<file path="src/rtl/booth_pkg.sv">
// Shared types for the sequential radix-2 Booth multiplier.
// One-hot state encoding, control bundle and add/sub selector.
package booth_pkg;

  typedef enum logic [4:0] {
    IDLE  = 5'b00001,
    LOAD  = 5'b00010,
    EVAL  = 5'b00100,
    SHIFT = 5'b01000,
    DONE  = 5'b10000
  } booth_state_e;

  typedef struct packed {
    logic load;
    logic add_en;
    logic add_sub;
    logic shift;
  } control_t;

  localparam logic ADD = 1'b0;
  localparam logic SUB = 1'b1;

  // Booth pairs 00/11 leave the accumulator untouched
  function automatic logic is_skip_pair(
    input logic [1:0] pair
  );
    return (pair == 2'b00) || (pair == 2'b11);
  endfunction

endpackage

</file>
<file path="src/rtl/booth_addsub.sv">
// Combinational accumulator update: a + b or a - b.
// Width includes one guard bit so the most negative operand fits.
module booth_addsub
  import booth_pkg::*;
#(
  parameter int W = 9
) (
  input  logic [W-1:0] a,
  input  logic [W-1:0] b,
  input  logic         add_sub,
  output logic [W-1:0] sum
);

  always_comb begin
    sum = a + b;
    if (add_sub == SUB)
      sum = a - b;
  end

endmodule

</file>
<file path="src/rtl/booth_mult_seq.sv">
// Sequential radix-2 Booth multiplier, signed WIDTH x WIDTH -> 2*WIDTH.
// Define BOOTH_ZERO_SKIP_EN to shift directly from EVAL on 00/11 pairs.
module booth_mult_seq
  import booth_pkg::*;
#(
  parameter int WIDTH = 8,
  parameter int CNT_W = $clog2(WIDTH + 1)
) (
  input  logic                 clk,
  input  logic                 rst,
  input  logic                 init,
  input  logic [WIDTH-1:0]     multiplicand,
  input  logic [WIDTH-1:0]     multiplier,
  output logic                 busy,
  output logic                 step,
  output logic [CNT_W-1:0]     iter,
  output logic                 done,
  output logic [2*WIDTH-1:0]   product
);

  booth_state_e state;
  booth_state_e state_nx;
  control_t     ctrl;

  logic [WIDTH:0]     hq;
  logic [WIDTH-1:0]   lq;
  logic               q_1;
  logic [WIDTH:0]     m;
  logic [WIDTH:0]     sum;
  logic [1:0]         pair;
  logic               last;
  logic [2*WIDTH+1:0] shr;

  assign pair = {lq[0], q_1};
  assign last = (iter == CNT_W'(1));

  // {HQ,LQ,Q_1} after one arithmetic right shift
  assign shr = {hq[WIDTH], hq, lq};

  booth_addsub #(
    .W (WIDTH + 1)
  ) u_addsub (
    .a       (hq),
    .b       (m),
    .add_sub (ctrl.add_sub),
    .sum     (sum)
  );

  always_ff @(posedge clk or posedge rst) begin
    if (rst)
      state <= IDLE;
    else
      state <= state_nx;
  end

  always_comb begin
    state_nx = state;
    unique case (state)
      IDLE:  if (init) state_nx = LOAD;
      LOAD:  state_nx = EVAL;
      EVAL: begin
`ifdef BOOTH_ZERO_SKIP_EN
        if (is_skip_pair(pair))
          state_nx = last ? DONE : EVAL;
        else
          state_nx = SHIFT;
`else
        state_nx = SHIFT;
`endif
      end
      SHIFT: state_nx = last ? DONE : EVAL;
      DONE:  state_nx = IDLE;
      default: state_nx = IDLE;
    endcase
  end

  always_comb begin
    ctrl = '0;
    busy = (state != IDLE);
    done = (state == DONE);
    unique case (state)
      LOAD: ctrl.load = 1'b1;
      EVAL: begin
        ctrl.add_en  = !is_skip_pair(pair);
        ctrl.add_sub = (pair == 2'b10) ? SUB : ADD;
`ifdef BOOTH_ZERO_SKIP_EN
        ctrl.shift   = is_skip_pair(pair);
`endif
      end
      SHIFT: ctrl.shift = 1'b1;
      default: ;
    endcase
    step = ctrl.shift;
  end

  always_ff @(posedge clk or posedge rst) begin
    if (rst) begin
      hq      <= '0;
      lq      <= '0;
      q_1     <= 1'b0;
      m       <= '0;
      iter    <= '0;
      product <= '0;
    end else if (ctrl.load) begin
      m    <= {multiplicand[WIDTH-1], multiplicand};
      lq   <= multiplier;
      hq   <= '0;
      q_1  <= 1'b0;
      iter <= CNT_W'(WIDTH);
    end else if (ctrl.add_en) begin
      hq <= sum;
    end else if (ctrl.shift) begin
      hq      <= shr[2*WIDTH+1:WIDTH+1];
      lq      <= shr[WIDTH:1];
      q_1     <= shr[0];
      iter    <= iter - CNT_W'(1);
      product <= shr[2*WIDTH:1];
    end
  end

endmodule
</file>
<file path="config.mk">
export PLATFORM = sky130hd
export DESIGN_NAME = booth_mult_seq
export DESIGN_NICKNAME = d
export VERILOG_FILES = /design/src/rtl/booth_pkg.sv /design/src/rtl/booth_addsub.sv /design/src/rtl/booth_mult_seq.sv
export SDC_FILE = /design/constraint.sdc
export NUM_CORES = 1
export LEC_CHECK = 0
export BUFFER_PORTS_ARGS = -buffer_cell sky130_fd_sc_hd__buf_2
export CORE_ASPECT_RATIO = 1.75
export CORE_MARGIN = 5
export CORE_UTILIZATION = 53
export CTS_CLUSTER_DIAMETER = 60
export DETAILED_ROUTE_END_ITERATION = 7
export PLACE_DENSITY = 0.75
export SYNTH_ARGS = -nofsm -noshare
export SYNTH_HDL_FRONTEND = slang
export SYNTH_SLANG_ARGS = --single-unit
</file>
<file path="constraint.sdc">
create_clock -name clk -period 4.08 [get_ports clk]
set_input_delay 0.816 -clock clk [delete_from_list [all_inputs] [get_ports clk]]
set_output_delay 0.816 -clock clk [all_outputs]
set_load 0.005 [all_outputs]
</file>
==> results by group <==
Yosys
  • Syn Nets: about 330
  • Most frequent cell after synthesis: nand2_1
  • Post-synthesis cell area: between 2000 and 3000 um2
  • Main area contributors after synthesis: dfrtp_1 47%, nand2_1 13%, ha_1 5.6%
  • Post-synthesis compound-gate area fraction: 12.79%
  • Synth Area in Simple Gates: 22.95%
  • Count of different cell masters after synthesis: between 40 and 50
  • XOR/XNOR Fraction of Synth Area: under 10%
  • Ys async rst share: 100.0%
  • Post-synth top area cell: dfrtp_1
  • Mean Syn Cell Area: 8.994 um2
  • EDFF count, synth: 0
  • Mapped Cells: ~300
  • Post-synth top area share: between 40% and 50%
  • Register area share after synthesis: between 40% and 50%
  • Largest family of logic cells by synthesized area: simple AND/OR/NAND/NOR gates
  • Post-synthesis mux area share: 0.7494%
  • Number of synthesis warnings: 0
  • Adder-cell share of the synthesized area: 6.370%
  • FF+latch count, synth: 51
  • Synth top cells by count: 93 x nand2_1, 50 x dfrtp_1, 20 x o21ai_0
  • Main synth FF type: dfrtp_1

Flow run
  • Max-cap viol count: 0

Drt
  • Via count: approximately 2200
  • DRT antenna net count: 0
  • DRC violations left: 0
  • Drt first pass iters: 4
  • Routed vias/inst: approximately 5.6
  • Final wirelength: ~5600 um
  • Initial DRC count: 80
  • WL per Instance: approximately 14 um

Setup path
  • Reg-to-Reg Start: state[1]$_DFFE_PP0P_
  • Critical-path cell list: ha_1 -> or3b_2 -> a2111oi_4 -> nand2_2 -> inv_2 -> buf_2
  • Crit path launch: lq[0]$_DFFE_PP0P_
  • Slowest cell on the critical path: or3b_2
  • Reg2reg end: hq[8]$_DFFE_PP0P_
  • Worst setup SP type: flop
  • Critical path class: flop to primary output
  • Worst-path maximum fanout: 24
  • Required time worst endpoint: about 3300 ps
  • CP peak stage delay: around 480 ps
  • Reg2reg path depth: 11
  • R2R Setup Slk: just under 800 ps
  • CP endpoint kind: primary output
  • Critical Path AT: ~2600 ps

Global routing
  • Largest net degree at the start of global routing: 52
  • GRT Overall Usage: between 10% and 20%
  • Global-route wire length before repair: around 10000 um
  • Vias in the first global route: around 2200
  • Antenna violations before repair: 0
  • Grt total ovfl: 0

Power
  • Sw Share: between 40% and 50%
  • Design internal power: around 1300 uW
  • Power Total: 2160 uW
  • Leakage Power: around 0.0015 uW
  • Logic pwr share: about 45%
  • Switch Pwr: about 900 uW
  • Pwr Density: around 720 nW/um2
  • Sequential share of power: between 40% and 50%
  • Clock power share: between 10 and 15%
  • VDD IR-drop max: around 0.48 mV

Floorplanning
  • Core Rows: 34
  • Die width: approximately 64 um
  • Die Span Y: a little over 100 um
  • Die ar.: between 6000 and 7000 um2
  • Core Box Area: 4935 um2
  • I/O pins: 42
  • Starting Density: between 50% and 60%

Timing
  • Fin. max-slew vios: 0
  • Fmax: approximately 290 MHz
  • Setup Skew: between 7 and 8 ps
  • RSZ-0062 raised after global routing: false
  • Final worst-path cycle share: a little over four fifths
  • Setup TNS: 0 ps
  • Setup violators final: 0
  • Final worst setup slack: around 660 ps
  • Final Hold Fails: 0
  • Slew @ Worst Pin: between 1000 and 1500 ps
  • Tmin final: ~3400 ps
  • Max_slew headroom: roughly 28%

Clock network
  • Post-CTS setup buffer count: 0
  • CTS tree: built
  • Max H-tree Level: 2
  • Cts bufs inserted: 5
  • CTS sink count: 51
  • Clk Latency, worst-skew pair: between 300 and 400 ps
  • Hold-fix buffers at CTS: 0
  • CTS Root Cell: clkbuf_8
  • Clk slew on worst S/H paths: 100 ps
  • CTS Buffer Depth: 2
  • CTS resizes: 0

Min path
  • Worst Hold Class: flop to flop
  • Hold_sp: product[2]$_DFFE_PP0P_
  • Min-Delay Endpoint: product[2]$_DFFE_PP0P_
  • Hold path depth: 2

Placed design
  • HPWL after detailed placement: approximately 4100 um
  • Placement Setup Slack: between 800 and 900 ps
  • Number of port buffers: 41
  • Routability Congestion: between 0.8 and 0.9

Cells and area
  • Footprint of the multi-input gates: 1276 um2
  • ANT cells: 0
  • Layout cells sized above 1: around 18%
  • Layout Nets: 366
  • Area delta synth->final: 11.99%
  • Sequential cell area: 1277 um2
  • FILL cells: ~440

Status
  • Outcome: finished clean
==> worst max path at each step <==
stage	to	slack, ps	depth (start not counted)
6_report	step	660	6
5_1_grt	step	510	6
4_1_cts	step	630	6
3_5_place_dp	hq[8]$_DFFE_PP0P_	810	11
3_3_place_gp	hq[8]$_DFFE_PP0P_	910	11
2_1_floorplan	hq[8]$_DFFE_PP0P_	970	11
==> critical path: cells and delay by family (launching register included) <==
family | cells | cell delay, ps
buffers and inverters | 2 | 540
adder cells (fa/ha/maj) | 1 | 320
AND/OR/NAND/NOR | 2 | 590
AO/OA/AOI/OAI | 1 | 440
flip-flops | 1 | 410
==> cell usage in the layout, fill, tap and decap left out, drive strengths merged, types with 2 or more instances in the layout <==
cell | Yosys | routed
a22o | 3 | 3
nor4 | 2 | 2
inv | 14 | 15
and3 | 2 | 2
a31oi | 3 | 3
a21oi | 9 | 9
nor3 | 5 | 5
o22ai | 3 | 3
xnor2 | 8 | 8
or3b | 2 | 2
ha | 12 | 12
o21ai | 20 | 20
clkbuf | 6 | 5
nand2 | 94 | 94
mux2i | 2 | 2
nand2b | 3 | 3
a22oi | 5 | 5
nor3b | 2 | 2
o21a | 2 | 2
or4 | 2 | 2
dfrtp | 50 | 50
nand3 | 4 | 4
clkinv | 0 | 2
buf | 7 | 43
nor2 | 12 | 12
xor2 | 7 | 7
o211ai | 3 | 3
==> metrics by stage <==
step / util [%] / hold WS [ps] / area (um2) / instances
5_1_grt: 60.62 / 507.1 / 2992 / 389
3_5_place_dp: 58.65 / 457.5 / 2894 / 381
2_1_floorplan: - / 438.6 / 2671 / 297
3_3_place_gp: 58.65 / 448.6 / 2894 / 381
4_1_cts: 60.62 / 482.3 / 2992 / 389
6_report: 60.62 / 478.9 / 2992 / 389
==> power groups by stage <==
| stage | clock network, uW | registers, uW | logic (uW) |
|---|---|---|---|
| floorplan | 0 | 832 | 764 |
| global placement | 0 | 874 | 935 |
| detailed placement | 0 | 884 | 980 |
| CTS | 319 | 874 | 985 |
| global route | 339 | 907 | 1120 |
| finish | 311 | 873 | 976 |
==> state kept, by name (all words and copies together), names as in the netlist <==
| signal | count |
|---|---|
| iter | 4 |
| state | 5 |
| q_1 | 1 |
| lq | 8 |
| product | 16 |
| m | 8 |
| hq | 9 |
==> cell type report <==
class	instances	area share [%]
Sequential cell	51	42.70
Multi-Input combinational cell	219	42.66
Timing Repair Buffer	43	7.361
Clock buffer	5	2.300
Tap cell	54	2.258
Inverter	14	1.757
Clock inverter	3	0.9619
==> per-layer routing <==
metal	wire length (um)	track usage, %	up-vias
li1	-	-	1061
met1	2099	20.13	1046
met2	3104	33.87	56
met3	235	3.459	16
met4	189	7.875	0
met5	0	0	-
==> logic make-up (layout without fill, tap and decap cells) <==
family                   after synthesis  count (layout)
AND/OR/NAND/NOR                      136             136
AO/OA/AOI/OAI                         53              53
flip-flops                            51              51
buffers and inverters                 27              65
XOR/XNOR                              15              15
adder cells (fa/ha/maj)               13              13
multiplexers                           2               2
(Power assumes the default switching activity.)
